### src/rtl/max_net_arbiter.sv
// Two-client front end for a shared max_net: grants one job at a time
// (round-robin on contention), launches it, and returns the result or a timeout.
module max_net_arbiter #(
  parameter int TIMEOUT = 1000
) (
  input  logic         clk,
  input  logic         rst,
  input  logic         req_0,
  input  logic         req_1,
  input  logic [127:0] req_x_0,
  input  logic [127:0] req_x_1,
  output logic         ack_0,
  output logic         ack_1,
  output logic         resp_valid_0,
  output logic         resp_valid_1,
  output logic [3:0]   resp_out,
  output logic         resp_err,
  output logic         busy,
  output logic [31:0]  mn_x_1,
  output logic [31:0]  mn_x_2,
  output logic [31:0]  mn_x_3,
  output logic [31:0]  mn_x_4,
  output logic         mn_start,
  input  logic         mn_done,
  input  logic [3:0]   mn_out
);

  typedef enum logic [1:0] {IDLE, LAUNCH, WAIT, RESP} state_t;

  localparam logic [15:0] TIMEOUT_LAST = 16'(TIMEOUT - 1);

  state_t        state, state_next;
  logic          owner, owner_next;
  logic          last_grant, last_grant_next;
  logic [127:0]  ops, ops_next;
  logic [15:0]   timer, timer_next;
  logic [3:0]    result, result_next;
  logic          err, err_next;
  logic          grant_sel;

  // On contention the client that did not win last time is chosen.
  assign grant_sel = (req_0 && req_1) ? ~last_grant : req_1;

  always_ff @(posedge clk or posedge rst) begin
    if (rst) begin
      state      <= IDLE;
      owner      <= 1'b0;
      last_grant <= 1'b1;
      ops        <= '0;
      timer      <= '0;
      result     <= '0;
      err        <= 1'b0;
    end else begin
      state      <= state_next;
      owner      <= owner_next;
      last_grant <= last_grant_next;
      ops        <= ops_next;
      timer      <= timer_next;
      result     <= result_next;
      err        <= err_next;
    end
  end

  always_comb begin
    state_next      = state;
    owner_next      = owner;
    last_grant_next = last_grant;
    ops_next        = ops;
    timer_next      = timer;
    result_next     = result;
    err_next        = err;
    case (state)
      IDLE: begin
        if (req_0 || req_1) begin
          state_next      = LAUNCH;
          owner_next      = grant_sel;
          last_grant_next = grant_sel;
          ops_next        = grant_sel ? req_x_1 : req_x_0;
        end
      end
      LAUNCH: begin
        timer_next = '0;
        state_next = WAIT;
      end
      WAIT: begin
        // A completion on the timeout cycle still counts as a normal result.
        if (mn_done) begin
          result_next = mn_out;
          err_next    = 1'b0;
          state_next  = RESP;
        end else begin
          timer_next = timer + 16'd1;
          if (timer == TIMEOUT_LAST) begin
            result_next = 4'b0000;
            err_next    = 1'b1;
            state_next  = RESP;
          end
        end
      end
      RESP: begin
        state_next = IDLE;
      end
      default: begin
        state_next = IDLE;
      end
    endcase
  end

  assign busy         = (state != IDLE);
  assign mn_start     = (state == LAUNCH);
  assign ack_0        = (state == LAUNCH) && !owner;
  assign ack_1        = (state == LAUNCH) && owner;
  assign resp_valid_0 = (state == RESP) && !owner;
  assign resp_valid_1 = (state == RESP) && owner;
  assign resp_out     = (state == RESP) ? result : 4'b0000;
  assign resp_err     = (state == RESP) && err;

  assign mn_x_1 = ops[31:0];
  assign mn_x_2 = ops[63:32];
  assign mn_x_3 = ops[95:64];
  assign mn_x_4 = ops[127:96];

endmodule

### config.mk
export PLATFORM = sky130hd
export DESIGN_NAME = max_net_arbiter
export DESIGN_NICKNAME = d
export VERILOG_FILES = /design/src/rtl/max_net_arbiter.sv
export SDC_FILE = /design/constraint.sdc
export NUM_CORES = 1
export LEC_CHECK = 0
export CORE_AREA = 5 5 153 155
export DETAILED_ROUTE_END_ITERATION = 7
export DIE_AREA = 0 0 158 160
export PLACE_DENSITY = 0.79
export REMOVE_ABC_BUFFERS = 1
export SLEW_MARGIN = 15
export SYNTH_ARGS = -nofsm -noshare
export SYNTH_HDL_FRONTEND = slang
export SYNTH_SLANG_ARGS = --single-unit
### constraint.sdc
create_clock -name clk -period 11.7 [get_ports clk]
set_input_delay 1.755 -clock clk [delete_from_list [all_inputs] [get_ports clk]]
set_output_delay 1.755 -clock clk [all_outputs]
set_load 0.01 [all_outputs]
==> impl_results.md <==
- RSZ-0062 raised after global routing: no
- First-pass GRT wire length: 37,100 um
- Core area: 0.0217 mm2
- # Post-CTS Setup Buffers: 0
- Storage element area: 0.00383 mm2
- Yosys top cell area share: 53.4%
- Die area: 0.0253 mm2
- Via count: 6,412
- Yosys reg bits: 153
- Worst Setup SP: req_1
- Final wirelength: 23,900 um
- Yosys Warn Count: 0
- CTS root buf: clkbuf_16
- Cell taking the most area after synthesis: dfrtp_1
- Die height: 160 um
- Slew @ Worst Pin: 1.08 ns
- Clk_skew: 0.0112 ns
- # DRC: 0
- CTS sink cnt: 153
- Final Hold Fails: 0
- WP buf/inv: 2
- CP endpoint kind: flop
- Period utilization: 32.8%
- Top cells by area, synth: dfrtp_1 53%, mux2i_1 18%, o21ai_0 9.4%
- Dpl hpwl: 18,600 um
- Largest net degree at the start of global routing: 123
- DRT antenna net count: 0
- FP Rows: 54
- Worst R2R Setup Slack: 9.24 ns
- Final period demand of the worst path: 3.84 ns
- Port Buffers: 403
- Initial core utilization: 32.8%
- # hold bufs at CTS: 0
- Synth Instances: 681
- Via density: 4.72
- H-tree Lvls: 4
- Worst path required time: 11.95 ns
- Multi-input logic area: 0.00309 mm2
- CP Max Fanout: 58
- Seq/Total Area, Yosys: 53.8%
- Final worst-path setup slack: 7.86 ns
- Die width: 158 um
- GRT Total Usage: 18.6%
- Hold Path End: ops[108]
- R2R depth: 6
- Share of layout cells above drive strength 1: 4.55%
- Power after layout: 2.61 mW
- # IOs: 404
- Run status: complete, no violations
- Fmax achieved: 0.260 GHz
- Largest buffer count on any clock path: 2
- Final global-route overflow total: 0
- RR Endpoint: timer[15]
- Min-Delay Path Class: reg2reg
- Slew HR: 27.8%
- Synthesized area: 0.00712 mm2
- Dpl ws: 7.42 ns
- Post-synthesis async set-or-reset flop share: 100%
- Worst reg2reg startpoint: state[0]
- CTS tree: built
- Primary FF master, synth: dfrtp_1
- Total negative setup slack: 0 ns
- Hold path startpoint: ops[108]
- Synth cell count leaders: 152 x dfrtp_1, 138 x nand2_1, 134 x o21ai_0
- Mapped Avg Cell Area: 10.5 um2
- WL/cell: 17.6 um
- Post-synth EDFFs: 0
- Critical path arrival: 4.09 ns
- DR pass1 iterations: 4
- Netlist cell types: 41
- Leak: 5.14 nW
- Crit start category: input port
- Vias in the first global route: 6,850
- Nets: 1,334
- Worst vdd ir: 0.000142 V
- Initial antenna violation count: 2
- Crit path cell chain: clkdlybuf4s50_1 > a21boi_4 > buf_4 > mux2i_1 > o21ai_0
- Max-slew violations: 0
- Fillers: 1,903
- CP top delay family: buffers and inverters
- Cell depth of the worst hold path: 2
- Pwr Density: 219 mW/mm2
- Critical setup path kind: in2reg
- Routability cong.: 0.802
- Worst-path clk slew: 0.06 ns
- Max-Cap Viols: 0
- Clk_lat worst skew: 0.43 ns
- Cts repair resizes: 0
- Slowest stage cell, crit path: buf_4
- # setup viols final: 0
- CTS Buf Count: 17
- Crit-path max cell delay: 0.79 ns
- Top-count cell post-synth: dfrtp_1
- Synthesis-to-finish area growth: 67.8%
- Drt initial violations: 343
-- metrics by stage --
step	std cells	instance area (um2)	util, %	hold WS, ns
finish	1358	11900	55.1	0.475
global route	1358	11900	55.1	0.503
CTS	1356	11900	55.1	0.484
detailed placement	1324	11400	52.4	0.469
global placement	1324	11400	52.4	0.461
floorplan	636	6920	-	0.456
-- logic make-up (layout without fill, tap and decap cells) --
group	after synthesis	in the layout	share of synthesized area, %
AOI/OAI and AO/OA	161	161	12.2
xor gates and xnor gates	3	3	0.369
adders and majority gates	6	6	1.05
buffers and inverters	50	445	3.15
DFF	153	153	53.8
muxes	130	130	18.3
other	0	2	0
and+or+nand+nor	178	178	11.2
-- cells in the final DEF, fill, tap and decap left out, types with 5 or more instances in the layout --
cell type,synthesis,final
clkdlybuf4s50_1,0,403
dfrtp_1,152,152
nand2_1,138,138
o21ai_0,134,134
mux2i_1,129,129
clkbuf_16,0,17
and2_1,7,7
inv_6,0,7
o31ai_1,7,7
o211ai_1,6,6
ha_1,6,6
a21oi_1,5,5
nand3_1,5,5
buf_4,2,5
-- worst reg2reg max path, stage by stage (launching register included) --
cell and delay (ns):
dfrtp_1 0.40, inv_1 0.14, ha_1 0.40, nor2b_1 0.48, nand3_2 0.28, or4_1 0.53, a21oi_1 0.15
-- flip-flops by register name, indices dropped and copies added, names as in the netlist --
name        cells
ops           128
owner           1
timer          16
last_grant      1
err             1
state           2
result          4
-- routing by layer --
metal | wire length [um] | GRT usage [%] | part of all wire [%]
met5 | 0 | 0 | 0
met4 | 457 | 5.47 | 1.9
met3 | 2350 | 7.98 | 9.8
met2 | 12400 | 32.6 | 52
met1 | 8690 | 20.4 | 36
-- where the power goes --
part / total, mW / internal [mW] / switching [mW]
Clock: 0.550 / 0.302 / 0.248
Combinational: 1.17 / 0.619 / 0.549
Sequential: 0.892 / 0.763 / 0.129
-- layout make-up --
class / count / area share [%]
Timing Repair Buffer: 408 / 34.1
Tap cell: 280 / 2.93
Clock inverter: 15 / 1.28
Antenna cell: 2 / 0.0419
Inverter: 5 / 0.199
Sequential cell: 153 / 32.1
Multi-Input combinational cell: 478 / 25.9
Clock buffer: 17 / 3.56
-- how the worst max path moves through the flow --
stage | endpoint | cells past startpoint
after floorplan | ops[0] | 3
after global placement | ops[36] | 5
after detailed placement | ops[106] | 5
after CTS | ops[28] | 5
after global routing | ops[116] | 5
final | ops[106] | 5
Power figures use the tool's default switching activity.
